## src/rtl/mem_port_arbiter_if.sv

```systemverilog
// Bundle of the two requester ports and the shared memory command/response port.
// The arbiter uses the slave view; the environment (requesters + memory) the master view.
interface mem_port_arbiter_if;
    logic        req0_valid;
    logic        req0_write;
    logic        req0_signed;
    logic [1:0]  req0_size;
    logic [31:0] req0_addr;
    logic [31:0] req0_wdata;
    logic        req0_ready;
    logic        req0_done;
    logic [31:0] req0_rdata;
    logic [2:0]  req0_fault;

    logic        req1_valid;
    logic        req1_write;
    logic        req1_signed;
    logic [1:0]  req1_size;
    logic [31:0] req1_addr;
    logic [31:0] req1_wdata;
    logic        req1_ready;
    logic        req1_done;
    logic [31:0] req1_rdata;
    logic [2:0]  req1_fault;

    logic        m_en;
    logic        m_write;
    logic        m_signed;
    logic [1:0]  m_size;
    logic [31:0] m_addr;
    logic [31:0] m_wdata;
    logic [31:0] m_rdata;
    logic        m_busy;
    logic        m_op_fault;
    logic        m_addr_fault;
    logic        m_access_fault;

    modport slave (
        input  req0_valid, req0_write, req0_signed, req0_size, req0_addr, req0_wdata,
        output req0_ready, req0_done, req0_rdata, req0_fault,
        input  req1_valid, req1_write, req1_signed, req1_size, req1_addr, req1_wdata,
        output req1_ready, req1_done, req1_rdata, req1_fault,
        output m_en, m_write, m_signed, m_size, m_addr, m_wdata,
        input  m_rdata, m_busy, m_op_fault, m_addr_fault, m_access_fault
    );

    modport master (
        output req0_valid, req0_write, req0_signed, req0_size, req0_addr, req0_wdata,
        input  req0_ready, req0_done, req0_rdata, req0_fault,
        output req1_valid, req1_write, req1_signed, req1_size, req1_addr, req1_wdata,
        input  req1_ready, req1_done, req1_rdata, req1_fault,
        input  m_en, m_write, m_signed, m_size, m_addr, m_wdata,
        output m_rdata, m_busy, m_op_fault, m_addr_fault, m_access_fault
    );
endinterface

```

## src/rtl/mem_port_arbiter.sv

```systemverilog
// Two-port arbiter for the single memory port: fixed priority with starvation guard,
// one transaction in flight, optional timeout for a hung memory.
module mem_port_arbiter #(
    parameter int unsigned PRIO_PORT      = 0,
    parameter int unsigned STARVE_LIMIT   = 4,
    parameter int unsigned TIMEOUT_CYCLES = 1024
) (
    input logic               clk,
    input logic               reset,
    mem_port_arbiter_if.slave bus
);

    localparam int unsigned StW = (STARVE_LIMIT > 0) ? $clog2(STARVE_LIMIT + 1) : 1;
    localparam int unsigned TmW = (TIMEOUT_CYCLES > 0) ? $clog2(TIMEOUT_CYCLES + 1) : 1;
    localparam logic [StW-1:0] StarveMax = StW'(STARVE_LIMIT);
    // With the timeout disabled the counter only needs to mark "not first BUSY cycle".
    localparam logic [TmW-1:0] TmoMax  = (TIMEOUT_CYCLES > 0) ? TmW'(TIMEOUT_CYCLES) : TmW'(1);
    localparam logic [TmW-1:0] TmoLast = (TIMEOUT_CYCLES > 0) ? TmW'(TIMEOUT_CYCLES - 1) : '0;
    localparam logic           PrioPort = PRIO_PORT[0];

    typedef enum logic [1:0] {StIdle, StBusy, StResp} state_e;

    state_e           state_q, state_d;
    logic             owner_q, owner_d;
    logic             write_q, write_d;
    logic             signed_q, signed_d;
    logic [1:0]       size_q, size_d;
    logic [31:0]      addr_q, addr_d;
    logic [31:0]      wdata_q, wdata_d;
    logic [StW-1:0]   starve_q, starve_d;
    logic [TmW-1:0]   tmo_q, tmo_d;
    logic [1:0]       ready_q, ready_d;
    logic [1:0]       done_q, done_d;
    logic [1:0][31:0] rdata_q, rdata_d;
    logic [1:0][2:0]  fault_q, fault_d;

    logic v0, v1, both, grant, busy;

    assign v0   = bus.req0_valid;
    assign v1   = bus.req1_valid;
    assign both = v0 & v1;

    always_comb begin
        state_d  = state_q;
        owner_d  = owner_q;
        write_d  = write_q;
        signed_d = signed_q;
        size_d   = size_q;
        addr_d   = addr_q;
        wdata_d  = wdata_q;
        starve_d = starve_q;
        tmo_d    = tmo_q;
        ready_d  = '0;
        done_d   = '0;
        rdata_d  = rdata_q;
        fault_d  = fault_q;
        grant    = 1'b0;

        unique case (state_q)
            StIdle: begin
                tmo_d = '0;
                if (both) begin
                    grant = (STARVE_LIMIT != 0 && starve_q == StarveMax) ? ~PrioPort : PrioPort;
                end else begin
                    grant = v1;
                end
                if (v0 | v1) begin
                    owner_d        = grant;
                    write_d        = grant ? bus.req1_write  : bus.req0_write;
                    signed_d       = grant ? bus.req1_signed : bus.req0_signed;
                    size_d         = grant ? bus.req1_size   : bus.req0_size;
                    addr_d         = grant ? bus.req1_addr   : bus.req0_addr;
                    wdata_d        = grant ? bus.req1_wdata  : bus.req0_wdata;
                    ready_d[grant] = 1'b1;
                    state_d        = StBusy;
                end
                // Count only priority wins taken while the other port was waiting.
                if (both && grant == PrioPort) begin
                    if (starve_q != StarveMax) starve_d = starve_q + StW'(1);
                end else begin
                    starve_d = '0;
                end
            end
            StBusy: begin
                if (tmo_q != '0 && !bus.m_busy) begin
                    state_d          = StResp;
                    done_d[owner_q]  = 1'b1;
                    rdata_d[owner_q] = bus.m_rdata;
                    fault_d[owner_q] = {bus.m_op_fault, bus.m_addr_fault, bus.m_access_fault};
                end else if (TIMEOUT_CYCLES != 0 && tmo_q == TmoLast) begin
                    state_d          = StResp;
                    done_d[owner_q]  = 1'b1;
                    rdata_d[owner_q] = '0;
                    fault_d[owner_q] = 3'b001;
                end else if (tmo_q != TmoMax) begin
                    tmo_d = tmo_q + TmW'(1);
                end
            end
            StResp: begin
                tmo_d   = '0;
                state_d = StIdle;
            end
            default: state_d = StIdle;
        endcase
    end

    always_ff @(posedge clk) begin
        if (!reset) begin
            state_q  <= StIdle;
            owner_q  <= 1'b0;
            write_q  <= 1'b0;
            signed_q <= 1'b0;
            size_q   <= '0;
            addr_q   <= '0;
            wdata_q  <= '0;
            starve_q <= '0;
            tmo_q    <= '0;
            ready_q  <= '0;
            done_q   <= '0;
            rdata_q  <= '0;
            fault_q  <= '0;
        end else begin
            state_q  <= state_d;
            owner_q  <= owner_d;
            write_q  <= write_d;
            signed_q <= signed_d;
            size_q   <= size_d;
            addr_q   <= addr_d;
            wdata_q  <= wdata_d;
            starve_q <= starve_d;
            tmo_q    <= tmo_d;
            ready_q  <= ready_d;
            done_q   <= done_d;
            rdata_q  <= rdata_d;
            fault_q  <= fault_d;
        end
    end

    // Memory command comes only from latched fields, gated by BUSY.
    assign busy         = (state_q == StBusy);
    assign bus.m_en     = busy;
    assign bus.m_write  = busy & write_q;
    assign bus.m_signed = busy & signed_q;
    assign bus.m_size   = busy ? size_q  : 2'b00;
    assign bus.m_addr   = busy ? addr_q  : 32'h0;
    assign bus.m_wdata  = busy ? wdata_q : 32'h0;

    assign bus.req0_ready = ready_q[0];
    assign bus.req1_ready = ready_q[1];
    assign bus.req0_done  = done_q[0];
    assign bus.req1_done  = done_q[1];
    assign bus.req0_rdata = rdata_q[0];
    assign bus.req1_rdata = rdata_q[1];
    assign bus.req0_fault = fault_q[0];
    assign bus.req1_fault = fault_q[1];

endmodule

```

## src/flat_wrapper.sv

```systemverilog
// flat-port wrapper written by rule: the top's interface ports become plain ports
module mem_port_arbiter_flat 
#(
    parameter int unsigned PRIO_PORT      = 0,
    parameter int unsigned STARVE_LIMIT   = 4,
    parameter int unsigned TIMEOUT_CYCLES = 1024
)
  (clk, reset, bus_req0_valid, bus_req0_write, bus_req0_signed, bus_req0_size, bus_req0_addr, bus_req0_wdata, bus_req0_ready, bus_req0_done, bus_req0_rdata, bus_req0_fault, bus_req1_valid, bus_req1_write, bus_req1_signed, bus_req1_size, bus_req1_addr, bus_req1_wdata, bus_req1_ready, bus_req1_done, bus_req1_rdata, bus_req1_fault, bus_m_en, bus_m_write, bus_m_signed, bus_m_size, bus_m_addr, bus_m_wdata, bus_m_rdata, bus_m_busy, bus_m_op_fault, bus_m_addr_fault, bus_m_access_fault);
  mem_port_arbiter_if bus_i ();
  input logic clk;
  input logic reset;
  input wire logic [$bits(bus_i.req0_valid)-1:0] bus_req0_valid;
  input wire logic [$bits(bus_i.req0_write)-1:0] bus_req0_write;
  input wire logic [$bits(bus_i.req0_signed)-1:0] bus_req0_signed;
  input wire logic [$bits(bus_i.req0_size)-1:0] bus_req0_size;
  input wire logic [$bits(bus_i.req0_addr)-1:0] bus_req0_addr;
  input wire logic [$bits(bus_i.req0_wdata)-1:0] bus_req0_wdata;
  output wire logic [$bits(bus_i.req0_ready)-1:0] bus_req0_ready;
  output wire logic [$bits(bus_i.req0_done)-1:0] bus_req0_done;
  output wire logic [$bits(bus_i.req0_rdata)-1:0] bus_req0_rdata;
  output wire logic [$bits(bus_i.req0_fault)-1:0] bus_req0_fault;
  input wire logic [$bits(bus_i.req1_valid)-1:0] bus_req1_valid;
  input wire logic [$bits(bus_i.req1_write)-1:0] bus_req1_write;
  input wire logic [$bits(bus_i.req1_signed)-1:0] bus_req1_signed;
  input wire logic [$bits(bus_i.req1_size)-1:0] bus_req1_size;
  input wire logic [$bits(bus_i.req1_addr)-1:0] bus_req1_addr;
  input wire logic [$bits(bus_i.req1_wdata)-1:0] bus_req1_wdata;
  output wire logic [$bits(bus_i.req1_ready)-1:0] bus_req1_ready;
  output wire logic [$bits(bus_i.req1_done)-1:0] bus_req1_done;
  output wire logic [$bits(bus_i.req1_rdata)-1:0] bus_req1_rdata;
  output wire logic [$bits(bus_i.req1_fault)-1:0] bus_req1_fault;
  output wire logic [$bits(bus_i.m_en)-1:0] bus_m_en;
  output wire logic [$bits(bus_i.m_write)-1:0] bus_m_write;
  output wire logic [$bits(bus_i.m_signed)-1:0] bus_m_signed;
  output wire logic [$bits(bus_i.m_size)-1:0] bus_m_size;
  output wire logic [$bits(bus_i.m_addr)-1:0] bus_m_addr;
  output wire logic [$bits(bus_i.m_wdata)-1:0] bus_m_wdata;
  input wire logic [$bits(bus_i.m_rdata)-1:0] bus_m_rdata;
  input wire logic [$bits(bus_i.m_busy)-1:0] bus_m_busy;
  input wire logic [$bits(bus_i.m_op_fault)-1:0] bus_m_op_fault;
  input wire logic [$bits(bus_i.m_addr_fault)-1:0] bus_m_addr_fault;
  input wire logic [$bits(bus_i.m_access_fault)-1:0] bus_m_access_fault;
  assign bus_i.req0_valid = bus_req0_valid;
  assign bus_i.req0_write = bus_req0_write;
  assign bus_i.req0_signed = bus_req0_signed;
  assign bus_i.req0_size = bus_req0_size;
  assign bus_i.req0_addr = bus_req0_addr;
  assign bus_i.req0_wdata = bus_req0_wdata;
  assign bus_req0_ready = bus_i.req0_ready;
  assign bus_req0_done = bus_i.req0_done;
  assign bus_req0_rdata = bus_i.req0_rdata;
  assign bus_req0_fault = bus_i.req0_fault;
  assign bus_i.req1_valid = bus_req1_valid;
  assign bus_i.req1_write = bus_req1_write;
  assign bus_i.req1_signed = bus_req1_signed;
  assign bus_i.req1_size = bus_req1_size;
  assign bus_i.req1_addr = bus_req1_addr;
  assign bus_i.req1_wdata = bus_req1_wdata;
  assign bus_req1_ready = bus_i.req1_ready;
  assign bus_req1_done = bus_i.req1_done;
  assign bus_req1_rdata = bus_i.req1_rdata;
  assign bus_req1_fault = bus_i.req1_fault;
  assign bus_m_en = bus_i.m_en;
  assign bus_m_write = bus_i.m_write;
  assign bus_m_signed = bus_i.m_signed;
  assign bus_m_size = bus_i.m_size;
  assign bus_m_addr = bus_i.m_addr;
  assign bus_m_wdata = bus_i.m_wdata;
  assign bus_i.m_rdata = bus_m_rdata;
  assign bus_i.m_busy = bus_m_busy;
  assign bus_i.m_op_fault = bus_m_op_fault;
  assign bus_i.m_addr_fault = bus_m_addr_fault;
  assign bus_i.m_access_fault = bus_m_access_fault;
  mem_port_arbiter #(.PRIO_PORT(PRIO_PORT), .STARVE_LIMIT(STARVE_LIMIT), .TIMEOUT_CYCLES(TIMEOUT_CYCLES)) u_core (.clk(clk), .reset(reset), .bus(bus_i));
endmodule
```

## config.mk

```make
export PLATFORM = sky130hd
export DESIGN_NAME = mem_port_arbiter_flat
export DESIGN_NICKNAME = d
export VERILOG_FILES = /design/src/rtl/mem_port_arbiter_if.sv /design/src/rtl/mem_port_arbiter.sv /design/src/flat_wrapper.sv
export SDC_FILE = /design/constraint.sdc
export NUM_CORES = 1
export LEC_CHECK = 0
export CORE_AREA = 10 10 127 175
export CTS_BUF_LIST = sky130_fd_sc_hd__clkbuf_8 sky130_fd_sc_hd__clkbuf_16
export DETAILED_ROUTE_END_ITERATION = 8
export DIE_AREA = 0 0 137 185
export GPL_TIMING_DRIVEN = 1
export PLACE_DENSITY = 0.82
export SYNTH_ARGS = -nofsm -noshare
export SYNTH_HDL_FRONTEND = slang
export SYNTH_SLANG_ARGS = --single-unit
```

## constraint.sdc

```tcl
create_clock -name clk -period 1.83 [get_ports clk]
set_input_delay 0.2745 -clock clk [delete_from_list [all_inputs] [get_ports clk]]
set_output_delay 0.2745 -clock clk [all_outputs]
set_load 0.01 [all_outputs]
```

==> After elaboration in Yosys (flattened, before gate mapping) <==
Index checks and enable logic that the tools add are counted.
{ "op_classes": {"eq_ne": 12, "muxes": 37, "n_bitwise": 10, "n_addsub": 2, "magnitude_cmp": 4, "reduce_logical": 17} }
{ "op_table": {"columns": ["cell", "count"], "rows": [
  ["$mux 32", 5],
  ["$mux 64", 2],
  ["$and 64x64->64", 1],
  ["$bwmux 64", 1],
  ["$not 64->64", 1],
  ["$mux 11", 3],
  ["$demux 32 s1", 1],
  ["$pmux 11 s2", 1],
  ["$mux 2", 7],
  ["$mux 6", 2],
  ["$add 11x1->11 const B", 1],
  ["$eq 11x10->1 const B", 1],
  ["$ne 11x11->1 const B", 1],
  ["$reduce_bool 11->1", 1],
  ["$reduce_and 2->1", 5],
  ["$mux 3", 3],
  ["$ne 2x2->1 const B", 4],
  ["$mux 1", 7],
  ["$bwmux 6", 1],
  ["$ne 3x3->1 const B", 2],
  ["$and 4x4->4", 1],
  ["$logic_and 1x1->1", 4],
  ["$lt 1x2->1 const B", 2],
  ["$not 4->4", 1],
  ["19 further kinds", 24]
]} }
{ "word_totals": {"register_bits": 159, "inputBits": 176, "elab_cells": 97, "out_inout_bits": 143} }

==> Longest topological paths before layout <==
Gate-level depths: netlist (run 1).
{ "depth": {"depth_word": 8, "depth_mapped": 9, "ltp_nobuf": 7} }

==> Least setup slack after synthesis (run 1) <==
OpenSTA, ideal clock, no wires.
{ "synth_timing": {"path_type": "register -> register", "from": "register u_core.tmo_q[0]", "to": "register u_core.tmo_q[5]", "n_path_buf": 1, "required_time_ps": 1771, "arrival_ps": 1902, "stages_incl_launch_ff": 9, "slack_ps": -131, "path_cell_list": "dfxtp_1 inv_1 ha_1 nor2b_1 a31o_2 a211o_1 buf_6 or4_1 nand2_1"} }
{ "synth_via": {"elab_chain_cells": 5, "elab_cells_between_ends": 13, "cone_classes": "1 x add/sub; 5 x eq/ne; 4 x mux; 3 x reduce/logical"} }
{ "synth_rtl": {"columns": ["element", "line", "text"], "rows": [
  ["start: declaration", "mem_port_arbiter.sv:31", "logic [TmW-1:0] tmo_q, tmo_d;"],
  ["start signal: assignment", "mem_port_arbiter.sv:131", "tmo_q <= tmo_d;"],
  ["$add 11x1->11", "mem_port_arbiter.sv:96", "tmo_d = tmo_q + TmW'(1);"],
  ["$mux 11", "mem_port_arbiter.sv:95", "end else if (tmo_q != TmoMax) begin"],
  ["$mux 11", "mem_port_arbiter.sv:90", "end else if (TIMEOUT_CYCLES != 0 && tmo_q == TmoLast) begin"],
  ["$mux 11", "mem_port_arbiter.sv:85", "if (tmo_q != '0 && !bus.m_busy) begin"],
  ["$pmux 11 s2", "mem_port_arbiter.sv:59", "unique case (state_q)"]
]} }
Several ways; a longest one is shown, not always the timed one. The select of a mux whose other input is x is not followed.
A chain may end at the register's enable or synchronous reset.

==> Worst setup path after layout (run 1) <==
{ "layout_timing": {"from": "register u_core.tmo_q[2]", "to": "register u_core.tmo_q[0]"} }
{ "layout_via": {"elab_chain_cells": 4, "elab_cells_between_ends": 8, "cone_classes": "5 x eq/ne; 3 x reduce/logical"} }
{ "layout_rtl": {"columns": ["element", "line"], "rows": [
  ["$reduce_bool 11->1", "mem_port_arbiter.sv:85"],
  ["$logic_and 1x1->1", "mem_port_arbiter.sv:85"],
  ["$ne 2x2->1 (no source line)", null],
  ["$reduce_and 4->1 (no source line) (*)", null]
]} }
Mark *: on every way between the ends. The rest lies on a longest branch, timed or not.

==> impl_metrics.yaml, run 1 <==
run_status:
  status: "complete, but fails checks"
  violations: "negative setup slack"
floorplan:
  die_w_um: 137
  coreArea_um2: 19070
  rows: 60
  die_h_um: 185
  die-area_um2: 25350
  boundaryPins: 319
  start_util: 0.3715
cells_and_area:
  final_common_cell: "clkdlybuf4s50_1"
  drive_gt1_frac: 0.1764
  final_util: 0.6056
  multi_input_area_um2: 3749
  register_area_um2: 3193
  syn_to_final_growth_pct: 63.02
  final_cell_mix: "clkdlybuf4s50_1, dfxtp_1, nand2_1, nor2_1, a211oi_1"
  fillers: 1621
  layout.nets: 1312
pwr:
  p_per_area_nw_per_um2: 785.0
  leakage_nw: 4.685
  irDropWorstVdd_uv: 542.0
synth:
  synthArstFlopShare: 0
  synth-edff-count: 0
  synth.avg_cell_area_um2: 8.671
  syn_area_um2: 7084
  synthFlopType: "dfxtp_1"
  syn-num-nets: 997
  synth_warnings: 0
  seq_area_frac_synth: 0.4493
  synthTopCellsByArea: "dfxtp_1, mux2i_1, a211oi_1"
  ys_seq_elements: 159
  synthCells: 817
  yosys.area.top_type_share: 0.4493
  yosysUniqueCellTypes: 40
  synth.largest_area_cell: "dfxtp_1"
critical_path:
  cp.arrival_ns: 2.27
  reg2reg_from: "u_core.tmo_q[2]"
  critPathRequiredTime_ns: 2.12
  r2r_cells: 8
  timing.critical_path.fanout_max: 4
  critPathLaunch: "u_core.tmo_q[2]"
  worst_setup_path_start_kind: "flip-flop"
  path_class: "flip-flop to flip-flop"
  endpoint_kind: "flip-flop"
placed_design:
  hpwl_mm: 18.36
  place.gp.congestion: 0.8108
  io_buffers: 318
timing:
  finClkSkew_ns: 0.01272
  finalSetupViolCount: 83
  fmax_mhz: 505.6
  min_period_over_period: 1.081
  worstMarginPinSlew_ns: 0.5443
  fin_crit_ns: 1.978
  slew_viol_final: 0
  rsz0062_at_grt: "yes"
  whs_ns: 0.2206
  slew_headroom: 0.6371
  hold_violations: 0
  fin_ws_ns: -0.1477
grt:
  grt_usage: 0.1807
  grt_pass1_vias: 6996
  grt_max_degree: 141
  grt.overflow.total: 0
  grt_pass1_wl_mm: 36.41
  antenna_found_initial: 1
routing:
  wire_per_inst_um: 17.38
  drt_iter0_drc: 314
  dr.pass1.iters: 5
  vias_per_cell: 5.123
  vias: 7142
  wl_mm: 24.22
  ant_nets: 0
  drc: 0
clocking:
  cts.sinks: 159
  clkTransAtPathRegs_ns: 0.07
  cts.path.max_buffers: 2
  cts_tree: "done"
  root_buffer: "clkbuf_16"
  clk_latency_ns: 0.42
  htreeDepth: 4
  cts_buffers: 17
hold_path:
  hp-start: "reset"
  whs_path_depth: 3
  hold_path.class: "primary input to flip-flop"
flow_run:
  drv_cap: 0
sequential cells by signal, summed over array words and instances, names as in the netlist:
register and count:
u_core.bus.req1_rdata 32, u_core.signed_q 1, u_core.owner_q 1, u_core.starve_q 3, u_core.write_q 1, u_core.tmo_q 11, u_core.bus.req1_fault 3, u_core.done_q 2
u_core.size_q 2, u_core.state_q 2, u_core.bus.req0_fault 3, u_core.bus.req0_rdata 32, u_core.addr_q 32, u_core.ready_q 2, u_core.wdata_q 32
report_power, final:
group	switching, W	total [W]	internal, W
Sequential	0.0000925	0.00375	0.00366
Clock	0.00160	0.00361	0.00200
Combinational	0.000767	0.00171	0.000942
Total	0.00246	0.00907	0.00660
path summary, 6_finish.rpt:
kind	endpoint	slack, ns
setup / recovery	u_core.tmo_q[0]	-0.15
hold / removal	u_core.done_q[0]	0.22
setup reg to reg	u_core.tmo_q[0]	-0.15
hold reg to reg	u_core.bus.req0_rdata[30]	0.46
cell usage after synthesis, drive strengths merged, types with 4 or more instances:
| cell | n |
|---|---|
| dfxtp | 159 |
| nand2 | 87 |
| nor2 | 83 |
| a211oi | 70 |
| and2 | 70 |
| mux2i | 68 |
| o22ai | 68 |
| clkbuf | 60 |
| nand3 | 40 |
| nand3b | 34 |
| buf | 17 |
| inv | 8 |
| a21oi | 7 |
| or4 | 5 |
| ha | 4 |
| nor3 | 4 |
per-stage QoR:
stage	TNS, ns	area (um^2)	worst slack, ns	power [W]	cells
floorplan	-0.09299	7106	-0.04146	0.004584	817
global placement	-20.47	10880	-0.3151	0.005489	1357
detailed placement	-27.21	10880	-0.4031	0.005527	1357
CTS	-2.037	11300	-0.1440	0.009094	1392
global route	-16.44	11550	-0.2733	0.009445	1393
finish	-4.591	11550	-0.1477	0.009065	1394
final cells by class:
| type | count | area share |
|---|---|---|
| Tap cell | 248 | 0.02687 |
| Antenna cell | 1 | 0.0002167 |
| Clock buffer | 19 | 0.03922 |
| Clock inverter | 13 | 0.01257 |
| Sequential cell | 159 | 0.2765 |
| Inverter | 8 | 0.002817 |
| Timing Repair Buffer | 373 | 0.3172 |
| Multi-Input combinational cell | 573 | 0.3246 |
repair_timing:
| item | 4_1_cts | 5_1_grt |
|---|---|---|
| setup buffers | 3 | 1 |
| hold buffers | 0 | 0 |
| gates cloned | 0 | 0 |
| pin swaps | 9 | 4 |
| endpoints found under the setup margin | 147 | 150 |
| resized for setup | 298 | 62 |
kinds of logic (layout without fill, tap and decap cells):
logic type               count (synthesis)  after routing  share of synthesized area
AND/OR/NAND/NOR                        334            334                     0.2361
AO/OA/AOI/OAI                          164            164                     0.1605
adder cells (fa/ha/maj)                  4              4                   0.007065
other                                    0              1                          0
XOR/XNOR                                 3              3                   0.003710
flip-flops                             159            159                     0.4493
multiplexers                            68             68                    0.09608
buffers and inverters                   85            413                    0.04716
critical path: stages, from the launching register on:
cell and delay, ns:
dfxtp_2 0.35, nor4_4 0.36, nand4_2 0.16, buf_4 0.17
buf_4 0.16, a211oi_4 0.33, buf_6 0.17, xnor2_1 0.11
nor2_1 0.05
metal layers:
metal / vias up / track usage / wire length, um
li1: 3550 / - / -
met1: 3247 / 0.1985 / 9198
met2: 308 / 0.3072 / 11960
met3: 37 / 0.06887 / 2509
met4: 0 / 0.06762 / 552
met5: - / 0 / 0
Power figures use the tool's default switching activity.
==> inputs of run 2 (changes only) <==
- PLACE_DENSITY: 0.82 -> 0.76
==> impl_metrics.yaml, run 2 (synthesized netlist as in run 1, its figures left out) <==
critical_path:
  r2r_cells: 7
  cpMaxStageDelayCell: "or4_1"
  critPathLaunch: "u_core.tmo_q[0]"
  critPathRequiredTime_ns: 2.17
  timing.critical_path.fanout_max: 8
  crit_chain: "inv_2 > ha_4 > nor2b_4 > a31o_4 > a211o_4 > or4_1 > a21oi_1"
  r2r_slack_ns: -0.17
  crit_end: "u_core.tmo_q[9]"
  r2r-end: "u_core.tmo_q[9]"
  endpoint_kind: "flip-flop"
  reg2reg_from: "u_core.tmo_q[0]"
  path_class: "flip-flop to flip-flop"
  slowest_delay_ns: 0.51
  worst_setup_path_start_kind: "flip-flop"
  cp.arrival_ns: 2.35
clocking:
  cts.sinks: 159
  htreeDepth: 4
  clkTransAtPathRegs_ns: 0.07
  clk_latency_ns: 0.43
  cts_buffers: 17
  root_buffer: "clkbuf_16"
  cts.path.max_buffers: 2
  cts_tree: "done"
cells_and_area:
  layout.nets: 1352
  drive_gt1_frac: 0.2492
  final_common_cell: "clkdlybuf4s50_1"
  design_area_um2: 12500
  syn_to_final_growth_pct: 76.40
  final_cell_mix: "clkdlybuf4s50_1, dfxtp_1, nand2_1, nor2_1, buf_6"
  final_util: 0.6554
placed_design:
  place.gp.congestion: 0.7988
  io_buffers: 318
  place_area_um2: 10890
  hpwl_mm: 18.77
pwr:
  leakage_nw: 5.114
  p_per_area_nw_per_um2: 758.1
  irDropWorstVdd_uv: 581.6
  power_w: 0.009474
grt:
  antenna_found_initial: 1
  grt.overflow.total: 0
  grt_max_degree: 138
  grt_usage: 0.1938
  grt_pass1_wl_mm: 38.67
  grt_pass1_vias: 7137
timing:
  fmax_mhz: 498.8
  finClkSkew_ns: 0.01476
  finalSetupViolCount: 117
  slew_headroom: 0.6353
  min_period_over_period: 1.096
  fin_crit_ns: 2.005
  hold_violations: 0
  slew_viol_final: 0
  rsz0062_at_grt: "yes"
  setup_tns_ns: -7.943
  worstMarginPinSlew_ns: 0.5470
  fin_ws_ns: -0.1749
  whs_ns: 0.1582
routing:
  vias: 7302
  ant_nets: 0
  vias_per_cell: 5.096
  wire_per_inst_um: 18.92
  wl_mm: 27.11
  dr.pass1.iters: 4
  drc: 0
  drt_iter0_drc: 320
run_status:
  status: "complete, but fails checks"
  violations: "negative setup slack"
hold_path:
  hold_path.class: "primary input to flip-flop"
floorplan:
  coreArea_um2: 19070
  start_util: 0.3715
  boundaryPins: 319
  die_h_um: 185
  die-area_um2: 25350
  die_w_um: 137
  rows: 60
flow_run:
  drv_cap: 0
run 2: changes by cell type in the layout (fill, tap and decap cells not counted), sizes merged:
cell      delta
clkbuf       +5
buf         +32
inv          -3
clkinvlp     +1
bufinv       +1
bufbuf       +3
run 2: repair_timing:
| item | in CTS | in global routing |
|---|---|---|
| setup endpoints to repair | 117 | 159 |
| pin swaps | 10 | 59 |
| resized for setup | 298 | 187 |
| hold buffers | 0 | 0 |
| gates cloned | 8 | 8 |
| setup buffers | 12 | 15 |
run 2: layout make-up:
type	count	area, um^2
clock buffers	19	452.9
repair buffers	413	4429
well taps	248	310.3
clock inverters	12	153.9
inverters	8	30.03
diodes	1	2.502
multi-input cells	573	3918
fillers	1581	6571
flip-flops and latches	159	3201
run 2: per-layer routing:
metal	wire, um	global-route usage	vias to the layer above
li1	-	-	3610
met1	10290	0.2089	3373
met3	3094	0.09544	22
met5	0	0	-
met2	13390	0.3313	297
met4	334	0.04522	0
run 2: critical path, delay by kind of cell (launching register included):
kind                       cells  cell delay (ns)
AOI/OAI and AO/OA              3             0.75
and+or+nand+nor                2             0.64
DFF                            1             0.33
buffers and inverters          1             0.05
adders and majority gates      1             0.15
run 2: per-stage QoR:
| stage | instances | worst slack [ns] |
|---|---|---|
| after floorplan | 817 | -0.04146 |
| after global placement | 1360 | -0.2815 |
| after detailed placement | 1360 | -0.3214 |
| after CTS | 1411 | -0.1550 |
| after global routing | 1432 | -0.1973 |
| final | 1433 | -0.1749 |
run 2: worst min path at each step:
stage                                         from                        to  cells past startpoint
after floorplan                   bus_m_addr_fault  u_core.bus.req0_fault[1]                      2
after global placement    u_core.bus.req0_fault[0]  u_core.bus.req0_fault[0]                      1
after detailed placement  u_core.bus.req0_rdata[7]  u_core.bus.req0_rdata[7]                      2
after CTS                                    reset            u_core.owner_q                      2
after global routing                         reset            u_core.owner_q                      2
final                                        reset            u_core.owner_q                      2
run 2: power breakdown:
part | switching (W) | total (W) | internal, W
clock network | 0.00153 | 0.00365 | 0.00212
registers | 0.0000991 | 0.00376 | 0.00366
logic | 0.000877 | 0.00207 | 0.00119
total | 0.00251 | 0.00947 | 0.00696
==> inputs of run 3 (changes only) <==
- GPL_TIMING_DRIVEN: 1 -> 0
==> impl_metrics.yaml, run 3 (synthesized netlist as in run 1, its figures left out) <==
run_status:
  status: "complete, but fails checks"
  violations: "negative setup slack"
timing:
  finClkSkew_ns: 0.01066
  fin_crit_ns: 2.062
  finalSetupViolCount: 141
  slew_viol_final: 0
  slew_headroom: 0.5528
  fin_ws_ns: -0.2319
  whs_ns: 0.3858
  min_period_over_period: 1.127
  fmax_mhz: 485.0
  rsz0062_at_grt: "yes"
  hold_violations: 0
  worstMarginPinSlew_ns: 0.6707
routing:
  ant_nets: 0
  wl_mm: 29.95
  drt-met1-wl_mm: 10.56
  dr.pass1.iters: 5
  topRoutingLayerUsed: "met4"
  vias_per_cell: 5.220
  route.met3.wl_mm: 3.063
  wire_per_inst_um: 20.65
  drt_iter0_drc: 399
  vias: 7569
  drc: 0
  wl_met2_mm: 15.80
cells_and_area:
  final_common_cell: "clkdlybuf4s50_1"
  syn_to_final_growth_pct: 69.07
  drive_gt1_frac: 0.2023
  layout.nets: 1369
  final_cell_mix: "clkdlybuf4s50_1, dfxtp_1, nand2_1, nor2_1, a211oi_1"
  final_cells: 1450
critical_path:
  worst_setup_path_start_kind: "flip-flop"
  reg2reg_from: "u_core.tmo_q[8]"
  cp.arrival_ns: 2.41
  timing.critical_path.fanout_max: 5
  path_class: "flip-flop to flip-flop"
  critPathLaunch: "u_core.tmo_q[8]"
  endpoint_kind: "flip-flop"
  critPathRequiredTime_ns: 2.18
floorplan:
  die-area_um2: 25350
  die_w_um: 137
  die_h_um: 185
  rows: 60
  coreArea_um2: 19070
  start_util: 0.3715
  boundaryPins: 319
placed_design:
  hpwl_mm: 22.34
  io_buffers: 317
  placed_cells: 1382
  place.gp.congestion: 0.8864
clocking:
  holdBufCountCts: 0
  clk_latency_ns: 0.43
  cts_tree: "done"
  htreeDepth: 4
  cts.sinks: 159
  root_buffer: "clkbuf_16"
  cts.path.max_buffers: 2
  clkTransAtPathRegs_ns: 0.06
  cts_buffers: 17
pwr:
  seqPwrFrac: 0.398
  power_switching_w: 0.002509
  p_per_area_nw_per_um2: 787.0
  irDropWorstVdd_uv: 636.6
  power_w: 0.009426
  power_report.internal_total_w: 0.006917
  comb_power_share: 0.202
  p_clk_frac: 0.400
  swShare: 0.2662
  leakage_nw: 4.912
grt:
  grt_max_degree: 17
  antenna_found_initial: 1
  grt_pass1_vias: 7613
  grt_pass1_wl_mm: 43.20
  grt_usage: 0.2188
  grt.overflow.total: 0
flow_run:
  drv_cap: 0
hold_path:
  hp-start: "reset"
  hold_path.class: "primary input to flip-flop"
-- run 3: cell count changes in the layout (fill, tap and decap cells not counted), moves of 16 or more --
| cell | before | now |
|---|---|---|
| and2_1 | 17 | 55 |
| and2_4 | 53 | 15 |
| buf_12 | 17 | 1 |
| buf_2 | 8 | 33 |
| buf_6 | 70 | 37 |
| clkbuf_1 | 0 | 36 |
| o22ai_1 | 68 | 49 |
| o22ai_2 | 0 | 19 |
-- run 3: timing repair --
action	in CTS	in global routing
resized for setup	269	211
endpoints found under the setup margin	222	215
cloned	5	3
buffers inserted	17	12
pin swaps	19	17
-- run 3: per-stage QoR --
step	setup slack (ns)	instance area (um^2)	setup TNS [ns]	utilization
after floorplan	-0.04146	7106	-0.09299	-
after CTS	-0.1883	11570	-15.36	0.6069
after global placement	-1.071	10590	-132.01	0.5553
after global routing	-0.2826	11980	-21.10	0.6280
final	-0.2319	11980	-13.05	0.6282
after detailed placement	-1.090	10590	-133.77	0.5553
-- run 3: metal layers --
metal | global-route usage | vias to the layer above
met2 | 0.4024 | 334
met3 | 0.08650 | 36
met5 | 0 | -
li1 | - | 3652
met1 | 0.2248 | 3547
met4 | 0.05114 | 0
-- run 3: cell type report --
| cell class | count | area, um^2 |
|---|---|---|
| timing repair buffer | 353 | 3331 |
| antenna | 1 | 2.502 |
| buffer | 76 | 523.0 |
| clock buffer | 20 | 466.7 |
| sequential | 159 | 3203 |
| inverter | 8 | 30.03 |
| tap | 248 | 310.3 |
| clock inverter | 11 | 156.4 |
| fill | 1684 | 7091 |
| multi-input combinational | 574 | 3955 |
-- run 3: path summary, 6_finish.rpt --
check                                                  to  cells after the start  slack (ns)
worst min-delay path                      u_core.tmo_q[5]                      4        0.39
worst max register to register  u_core.bus.req0_rdata[30]                      8       -0.23
worst min register to register   u_core.bus.req0_fault[1]                      2        0.46
worst max-delay path            u_core.bus.req0_rdata[30]                      8       -0.23
-- run 3: power groups by stage --
| stage | registers (W) | logic [W] | clock network (W) |
|---|---|---|---|
| after floorplan | 0.00381 | 0.000776 | 0 |
| after global placement | 0.00382 | 0.00165 | 0 |
| after detailed placement | 0.00383 | 0.00167 | 0 |
| after CTS | 0.00375 | 0.00178 | 0.00380 |
| after global routing | 0.00377 | 0.00205 | 0.00393 |
| final | 0.00375 | 0.00190 | 0.00377 |
-- run 3: critical path, stage by stage (launching register included) --
cell and delay (ns):
dfxtp_4 0.37, nor4_4 0.40, buf_4 0.20, a41oi_4 0.14, a31oi_4 0.32, nor2_4 0.11
buf_6 0.15, buf_8 0.13, o22ai_2 0.17
